[src/rtl/bcd_pkg.sv]
`default_nettype none
// ============================================================================
//  Package     : bcd_pkg
//  Description : Shared constants for the sequential BCD-to-binary converter:
//                FSM state encodings, digit adjust constants, clog2 helper.
//  Revision    : 1.0  initial release
// ============================================================================
package bcd_pkg;

    // FSM state encodings
    localparam logic [1:0] S_IDLE  = 2'd0;
    localparam logic [1:0] S_SHIFT = 2'd1;
    localparam logic [1:0] S_DONE  = 2'd2;

    // Largest legal decimal digit
    localparam logic [3:0] DIGIT_MAX  = 4'd9;
    // Reverse double-dabble: digits >= 8 after a right shift get 3 removed
    localparam logic [3:0] ADJ_THRESH = 4'd8;
    localparam logic [3:0] ADJ_SUB    = 4'd3;

    // Number of bits needed to hold values 0 .. value-1
    function automatic int clog2(input int value);
        int r;
        r = 0;
        for (int i = 0; i < 31; i++) begin
            if ((1 << i) < value) begin
                r = i + 1;
            end
        end
        return r;
    endfunction

endpackage : bcd_pkg
`default_nettype wire

[src/rtl/bcd_digit_adj.sv]
`default_nettype none
// ============================================================================
//  Module      : bcd_digit_adj
//  Description : Single-digit correction for reverse double-dabble. After the
//                right shift a digit holding 8 or more carried half of a ten
//                down from its neighbour; subtracting 3 restores it to BCD.
//  Revision    : 1.0  initial release
// ============================================================================
module bcd_digit_adj
    import bcd_pkg::*;
(
    input  logic [3:0] i_digit,
    output logic [3:0] o_digit
);

    // Subtract 3 from any digit at or above the threshold
    assign o_digit = (i_digit >= ADJ_THRESH) ? (i_digit - ADJ_SUB) : i_digit;

endmodule : bcd_digit_adj
`default_nettype wire

[src/rtl/bcd2bin_seq.sv]
`default_nettype none
// ============================================================================
//  Module      : bcd2bin_seq
//  Description : Sequential BCD-to-binary converter (reverse double-dabble).
//                Accepts DIGITS packed BCD digits plus a sign and produces a
//                two's-complement WORD_LENGTH result with ready/error flags.
//                One shift iteration per clock, one extra clock to finalise.
//  Revision    : 1.0  initial release
// ============================================================================
module bcd2bin_seq
    import bcd_pkg::*;
#(
    parameter int WORD_LENGTH = 16,
    parameter int DIGITS      = 3
) (
    input  logic                   clk,
    input  logic                   reset,
    input  logic                   start,
    input  logic [4*DIGITS-1:0]    bcd_in,
    input  logic                   sign_in,
    output logic [WORD_LENGTH-1:0] bin,
    output logic                   busy,
    output logic                   ready,
    output logic                   error
);

    localparam int C_MAG_W = 4 * DIGITS;
    localparam int C_CNT_W = clog2(C_MAG_W + 1);
    localparam int C_EXT_W = ((C_MAG_W > WORD_LENGTH) ? C_MAG_W : WORD_LENGTH) + 1;
    localparam logic [C_CNT_W-1:0] C_LAST = C_CNT_W'(C_MAG_W);

    logic [1:0]             r_state;
    logic [C_CNT_W-1:0]     r_cnt;
    logic [C_MAG_W-1:0]     r_bcd;
    logic [C_MAG_W-1:0]     r_mag;
    logic                   r_sign;
    logic [WORD_LENGTH-1:0] r_bin;
    logic                   r_busy;
    logic                   r_ready;
    logic                   r_error;

    logic [C_MAG_W-1:0]     w_bcd_shift;
    logic [C_MAG_W-1:0]     w_mag_shift;
    logic [C_MAG_W-1:0]     w_bcd_adj;
    logic                   w_bad_digit;
    logic                   w_accept;
    logic [C_EXT_W-1:0]     w_mag_ext;
    logic [C_EXT_W-1:0]     w_limit;
    logic                   w_overflow;
    logic [WORD_LENGTH-1:0] w_mag_word;
    logic [WORD_LENGTH-1:0] w_result;

    // The {bcd, mag} pair shifts right as one long register
    assign w_bcd_shift = {1'b0, r_bcd[C_MAG_W-1:1]};
    assign w_mag_shift = {r_bcd[0], r_mag[C_MAG_W-1:1]};

    // One digit corrector per BCD digit on the shifted value
    for (genvar g = 0; g < DIGITS; g++) begin : g_adj
        bcd_digit_adj u_adj (
            .i_digit (w_bcd_shift[4*g +: 4]),
            .o_digit (w_bcd_adj[4*g +: 4])
        );
    end

    // Flag any input digit outside 0..9
    always_comb begin
        w_bad_digit = 1'b0;
        for (int i = 0; i < DIGITS; i++) begin
            if (bcd_in[4*i +: 4] > DIGIT_MAX) begin
                w_bad_digit = 1'b1;
            end
        end
    end

    // start only counts when no conversion is running
    assign w_accept = start && ((r_state == S_IDLE) || (r_state == S_DONE));

    // Overflow compare done wide enough that neither side truncates
    assign w_mag_ext  = C_EXT_W'(r_mag);
    assign w_limit    = (C_EXT_W'(1) << (WORD_LENGTH - 1)) - C_EXT_W'(1);
    assign w_overflow = (w_mag_ext > w_limit);
    assign w_mag_word = WORD_LENGTH'(r_mag);
    // Negating zero yields zero, so no negative-zero special case is needed
    assign w_result   = r_sign ? (-w_mag_word) : w_mag_word;

    // FSM, shift datapath and registered output stage
    always_ff @(posedge clk) begin
        if (reset) begin
            r_state <= S_IDLE;
            r_cnt   <= '0;
            r_bcd   <= '0;
            r_mag   <= '0;
            r_sign  <= 1'b0;
            r_bin   <= '0;
            r_busy  <= 1'b0;
            r_ready <= 1'b0;
            r_error <= 1'b0;
        end else begin
            case (r_state)
                S_IDLE, S_DONE: begin
                    if (w_accept) begin
                        if (w_bad_digit) begin
                            r_state <= S_DONE;
                            r_bin   <= '0;
                            r_error <= 1'b1;
                            r_ready <= 1'b1;
                            r_busy  <= 1'b0;
                        end else begin
                            r_state <= S_SHIFT;
                            r_bcd   <= bcd_in;
                            r_mag   <= '0;
                            r_sign  <= sign_in;
                            r_cnt   <= '0;
                            r_busy  <= 1'b1;
                            r_ready <= 1'b0;
                            r_error <= 1'b0;
                        end
                    end
                end
                S_SHIFT: begin
                    if (r_cnt == C_LAST) begin
                        r_state <= S_DONE;
                        r_busy  <= 1'b0;
                        r_ready <= 1'b1;
                        if (w_overflow) begin
                            r_error <= 1'b1;
                            r_bin   <= '0;
                        end else begin
                            r_error <= 1'b0;
                            r_bin   <= w_result;
                        end
                    end else begin
                        r_bcd <= w_bcd_adj;
                        r_mag <= w_mag_shift;
                        r_cnt <= r_cnt + C_CNT_W'(1);
                    end
                end
                default: begin
                    r_state <= S_IDLE;
                end
            endcase
        end
    end

    assign bin   = r_bin;
    assign busy  = r_busy;
    assign ready = r_ready;
    assign error = r_error;

endmodule : bcd2bin_seq
`default_nettype wire

[config.mk]
export PLATFORM = sky130hd
export DESIGN_NAME = bcd2bin_seq
export DESIGN_NICKNAME = d
export VERILOG_FILES = /design/src/rtl/bcd_pkg.sv /design/src/rtl/bcd_digit_adj.sv /design/src/rtl/bcd2bin_seq.sv
export SDC_FILE = /design/constraint.sdc
export NUM_CORES = 1
export LEC_CHECK = 0
export ABC_AREA = 1
export CAP_MARGIN = 20
export CORE_AREA = 5 5 84 86
export DETAILED_ROUTE_END_ITERATION = 12
export DIE_AREA = 0 0 89 91
export DONT_BUFFER_PORTS = 1
export SETUP_SLACK_MARGIN = 0.3
export SLEW_MARGIN = 20
export SYNTH_ARGS = -nofsm -noshare
export SYNTH_HDL_FRONTEND = slang
export SYNTH_HIERARCHICAL = 1
export SYNTH_SLANG_ARGS = --single-unit
export TNS_END_PERCENT = 1
[constraint.sdc]
create_clock -name clk -period 1.8 [get_ports clk]
set_input_delay 0.09 -clock clk [delete_from_list [all_inputs] [get_ports clk]]
set_output_delay 0.09 -clock clk [all_outputs]
set_load 0.05 [all_outputs]
==> reports/metrics.csv, run 1 <==
metric;value;unit
status;finished clean;
WP data required;1.99;ns
CTS Root Buffer Type;clkbuf_8;
highest-delay cell along the critical path;dfxtp_2;
die height;91;µm
Worst-Margin Slew;0.560;ns
Mean Syn Cell Area;6.79;µm²
Die W;89;µm
post-synth top area share;37.5;%
synth warn;6;
Num CTS Buffers;5;
Final Hold Vio Count;0;
global route overflow;0;
Pre-Repair DR Iteration Count;5;
Max-Cap Viols;0;
Lkg Pwr;1.43;nW
I/O pin count;35;
row count;29;
per-cell routed wire length;12.3;µm
Levels on crit path;10;
fin crit share;80.4;%
vias in the first global route;2093;
share of layout cells above drive strength 1;9.43;%
Post-DRT Antenna Nets;0;
commonest non-fill, non-tap cells in the layout;nand2_1 (137), dfxtp_1 (48), inv_1 (38);
Critical Path Source Type;flop;
gpl congestion;0.872;
DR vias;2352;
Yosys reg bits;50;
Vias per Instance;4.90;
worst clock skew;0.0137;ns
pin count of the biggest net entering global routing;20;
crit-path cells;inv_1, ha_1, nand3_4, nor2_4, inv_1, nand2_2, nor2_4, buf_12, nand2_1, nand2_1;
Total GRT Usage;14.8;%
Reg2Reg Depth;10;
clock sink total;50;
fmax;0.691;GHz
VDD IR max;0.000372;V
critical path class;reg2reg;
met3 usage;3.71;%
final net count;428;
CP peak stage delay;0.34;ns
Power Dens Cells;723;mW/mm²
WHS Path Cells;4;
Area growth syn-to-layout;9.61;%
busiest grt layer;met2;
critical path peak fanout;16;
setup TNS;0;ns
ant diodes;0;
Critical Path Sink Type;flop;
1st-iter DRT viols;120;
instance count of the mapped netlist;393;
final wirelength;5920;µm
htree depth;2;
met1 Usage GRT;21.1;%
Synth cell types;30;
core box area;0.00620;mm²
Crit path arrival time;1.64;ns
Port Buffers;0;
clk_lat worst skew;0.30;ns
fill cell count;646;
Final Setup Violations;0;
CTS tree;done;
first-pass GRT wire length;9640;µm
Post-synth EDFFs;0;
cell family with most CP delay;simple AND/OR/NAND/NOR gates;
Clock transition at path regs;0.09;ns
ys async rst share;0;%
RSZ-0062 raised after global routing;true;
cell taking the most area after synthesis;dfxtp_1;
commonest non-fill, non-tap cell in the layout;nand2_1;
Detailed Place HPWL;4340;µm
relative slew slack;62.6;%
Final Max Slew Viols;0;
final std cells w/o fill;480;
met2 Use GR;22.7;%
crit path buf inv count;3;
die area;0.00810;mm²
Hold Path Class;in2reg;
placed insts;469;
initial antenna violation count;0;
DRC errors left;0;
effective utilization at floorplan;43.0;%
sequential share of the synthesized area;37.5;%
minimum clock period;1.45;ns
Synth Flop Type;dfxtp_1;
Synth area leaders;dfxtp_1 (38%), nand2_1 (19%), nand3_1 (6.0%);
Max Root-Sink Buffers;2;
area of the mapped netlist;0.00267;mm²
==> cell usage after synthesis, drive strengths merged, types with 2 or more instances <==
cell type,number
ha,9
inv,40
dfxtp,50
o22ai,11
nand2,141
nand3,32
a21oi,7
o21ai,17
buf,10
xnor2,2
o211ai,2
clkbuf,6
a21boi,3
xor2,4
nor3,2
nand3b,13
nor2,40
==> sequential cells by signal, summed over array words and instances, names as in the netlist <==
name     count
r_bcd       12
busy         1
error        1
bin         16
r_cnt        4
r_mag       12
ready        1
r_state      2
r_sign       1
==> worst min-delay path, cell delays in order <==
cell and delay (ns):
nand2_1 0.03, nand2_1 0.05, nor2_1 0.04, nor2_1 0.08
==> area by class of cell <==
cell class | instances | area (µm²) | share of cell area [%]
clock buffers | 5 | 68.8 | 2.35
clock inverters | 2 | 10.0 | 0.342
multi-input cells | 291 | 1460 | 50.0
flip-flops and latches | 50 | 1000 | 34.3
inverters | 41 | 160 | 5.47
well taps | 77 | 96.3 | 3.29
repair buffers | 14 | 123 | 4.19
==> metal layers <==
metal	part of all wire (%)	vias to the layer above	wire, µm
met5	0	-	0
met4	0.44	0	26
met3	7.7	4	457
met2	43	55	2550
met1	49	1044	2890
li1	-	1249	-
==> repair_timing <==
action / CTS / global route
gates resized for setup: 0 / 11
hold endpoints to repair: 7 / 0
hold buffers: 2 / 0
pin swaps: 1 / 1
buffers inserted: 1 / 1
setup endpoints to repair: 16 / 44
==> cell families after synthesis <==
family,Yosys count,synth area share [%]
buffers and inverters,57,9.28
AO/OA/AOI/OAI,41,9.19
AND/OR/NAND/NOR,229,37.7
XOR/XNOR,6,1.97
adder cells (fa/ha/maj),9,4.22
flip-flops,50,37.5
other,1,0.141
==> metrics by stage <==
stage / setup slack [ns] / instance area, µm² / utilization [%] / total power (W) / hold slack, ns
floorplan: 0.440 / 2690 / - / 0.00145 / 0.255
global placement: 0.330 / 2770 / 44.6 / 0.00150 / 0.163
detailed placement: 0.288 / 2770 / 44.6 / 0.00151 / 0.164
CTS: 0.301 / 2890 / 46.5 / 0.00213 / 0.0176
global route: 0.268 / 2930 / 47.1 / 0.00223 / 0.0322
finish: 0.352 / 2930 / 47.1 / 0.00212 / 0.0229
==> power breakdown <==
part / leakage [nW] / switching, W / internal [W]
registers: 0.407 / 0.0000511 / 0.00114
clock network: 0.0438 / 0.000356 / 0.000262
logic: 0.982 / 0.000186 / 0.000117
==> worst paths after layout <==
kind                              start                     to  slack [ns]
setup reg to reg  r_cnt[0]$_SDFFE_PP0P_   bin[13]$_SDFFE_PP0P_        0.35
setup / recovery  r_cnt[0]$_SDFFE_PP0P_   bin[13]$_SDFFE_PP0P_        0.35
hold / removal                bcd_in[7]  r_bcd[7]$_SDFFE_PP0P_        0.02
hold reg to reg       busy$_SDFFE_PP0P_      busy$_SDFFE_PP0P_        0.47
Power figures use the tool's default switching activity.
==> run 2: changes to the inputs <==
==> constraint.sdc (replaced) <==
create_clock -name clk -period 1.4 [get_ports clk]
set_input_delay 0.07 -clock clk [delete_from_list [all_inputs] [get_ports clk]]
set_output_delay 0.07 -clock clk [all_outputs]
set_load 0.05 [all_outputs]
==> run 2 against run 1 <==
Via count up 3.7%. Register-to-register slack got worse by 0.30 ns. Sequential share of layout area shrank 3.0 points. Power increased by 35%. Die area stayed put. Fmax increased by 7.3%. Clock power is 42% higher. Largest power group unchanged.
==> reports/metrics.csv, run 2 (same netlist as run 1, synthesis figures left out) <==
metric;value;unit;change
RSZ-0062 raised after global routing;true;;
Final Hold Vio Count;0;;unchanged
Area growth syn-to-layout;21.1;%;
crit path buf inv count;2;;-1
critical path peak fanout;5;;-11
ant diodes;0;;unchanged
Post-DRT Antenna Nets;0;;unchanged
Vias per Instance;4.82;;-1.6%
effective utilization at floorplan;43.0;%;unchanged
fmax;0.741;GHz;+7.3%
pin count of the biggest net entering global routing;22;;+10%
share of layout cells above drive strength 1;19.3;%;+9.9 points
placed insts;492;;+4.9%
Clock transition at path regs;0.09;ns;about the same
Critical Path Source Type;flop;;
global route overflow;0;;unchanged
Critical Path Sink Type;flop;;
CTS Root Buffer Type;clkbuf_8;;
WHS Path Cells;4;;unchanged
critical path class;reg2reg;;
Levels on crit path;9;;-1
Total GRT Usage;15.8;%;+1.1 points
VDD IR max;0.000417;V;+12%
1st-iter DRT viols;160;;+33%
minimum clock period;1.35;ns;-0.0984 ns
I/O pin count;35;;unchanged
die area;0.00810;mm²;unchanged
htree depth;2;;unchanged
CP most frequent cell;nand2_1;;
clock sink total;50;;unchanged
fin crit share;96.4;%;+16 points
Crit path arrival time;1.56;ns;-0.08 ns
Num CTS Buffers;5;;unchanged
highest-delay cell along the critical path;dfxtp_1;;
Max-Cap Viols;0;;unchanged
DRC errors left;0;;unchanged
Max Root-Sink Buffers;2;;unchanged
core box area;0.00620;mm²;unchanged
status;finished clean;;
Port Buffers;0;;unchanged
first-pass GRT wire length;10400;µm;+8.2%
Hold Path Class;in2reg;;
CP peak stage delay;0.31;ns;-0.03 ns
clk_lat worst skew;0.30;ns;about the same
WP data required;1.61;ns;-0.38 ns
max reg flops;16;;unchanged
final wirelength;6140;µm;+3.9%
Power Dens Cells;882;mW/mm²;+22%
commonest non-fill, non-tap cell in the layout;nand2_1;;
die height;91;µm;unchanged
Die W;89;µm;unchanged
Lkg Pwr;1.60;nW;+11%
DR vias;2439;;+3.7%
gpl congestion;0.827;;-5.1%
vias in the first global route;2229;;+6.5%
per-cell routed wire length;12.1;µm;-1.5%
Hold WS;0.00612;ns;-0.0167 ns
row count;29;;unchanged
final net count;453;;+5.8%
Final Max Slew Viols;0;;unchanged
commonest non-fill, non-tap cells in the layout;nand2_1 (133), dfxtp_1 (44), inv_1 (35);;
Final Setup Violations;0;;unchanged
post-layout total power;0.00285;W;+35%
CTS tree;done;;
Reg2Reg Depth;9;;-1
initial antenna violation count;0;;unchanged
worst clock skew;0.00761;ns;-0.00609 ns
crit-path cells;inv_1, ha_1, inv_1, nor3_4, nand3_1, nand2_1, nand2_1, nand3_1, nand2_1;;
Detailed Place HPWL;4380;µm;+0.77%
cell family with most CP delay;simple AND/OR/NAND/NOR gates;;
Pre-Repair DR Iteration Count;4;;-1
final std cells w/o fill;506;;+5.4%
[run 2: changes by cell type in the layout (fill, tap and decap cells not counted), moves of 3 or more]
cell,previous run,this run
buf_4,11,31
dfxtp_1,48,44
dfxtp_2,2,5
inv_1,38,35
inv_2,0,3
nand2_1,137,133
nor2_1,36,33
o21ai_0,13,10
[run 2: power by group]
| group | internal, W | switching [W] | leakage, nW |
|---|---|---|---|
| sequential | 0.00147 | 0.0000536 | 0.409 |
| combinational | 0.000180 | 0.000266 | 1.14 |
| clock | 0.000398 | 0.000479 | 0.0472 |
| total | 0.00205 | 0.000799 | 1.60 |
[run 2: layout make-up]
cell class              count  area (µm²)
fillers                   615        2970
multi-input cells         291        1530
flip-flops and latches     50        1010
repair buffers             38         325
inverters                  41         163
well taps                  77        96.3
clock buffers               6        82.6
clock inverters             2        12.5
repair inverters            1        7.51
[run 2: per-layer routing]
| layer | up-vias | track usage (%) | part of all wire [%] |
|---|---|---|---|
| li1 | 1300 | - | - |
| met1 | 1082 | 23.3 | 50 |
| met2 | 50 | 22.6 | 43 |
| met3 | 7 | 4.34 | 6.3 |
| met4 | 0 | 4.47 | 1.1 |
| met5 | - | 0 | 0 |
[run 2: tightest hold or removal path: cells and delay by family]
kind,cells,cell delay [ns]
AND/OR/NAND/NOR,4,0.21
[run 2: stage by stage]
step | util, % | instance area, µm² | TNS [ns] | setup WS, ns
after floorplan | - | 2740 | 0 | 0.163
after global placement | 48.1 | 2980 | 0 | 0.0594
after detailed placement | 48.1 | 2980 | 0 | 0.0223
after CTS | 50.8 | 3150 | 0 | 0.0893
after global routing | 52.1 | 3230 | -0.115 | -0.0394
final | 52.1 | 3230 | 0 | 0.0507
[run 2: path summary, 6_finish.rpt]
path	from	endpoint	slack, ns
max	r_mag[1]$_SDFFE_PP0P_	bin[6]$_SDFFE_PP0P_	0.05
min	bcd_in[5]	r_bcd[5]$_SDFFE_PP0P_	0.006
max reg2reg	r_mag[1]$_SDFFE_PP0P_	bin[6]$_SDFFE_PP0P_	0.05
min reg2reg	bin[6]$_SDFFE_PP0P_	bin[6]$_SDFFE_PP0P_	0.45
[run 2: timing repair]
action,in CTS,in global routing
cloned,1,0
gates resized for setup,6,27
buffers inserted,3,0
endpoints found under the hold margin,7,0
hold buffers,2,0
setup endpoints to repair,50,50
pin swaps,2,7
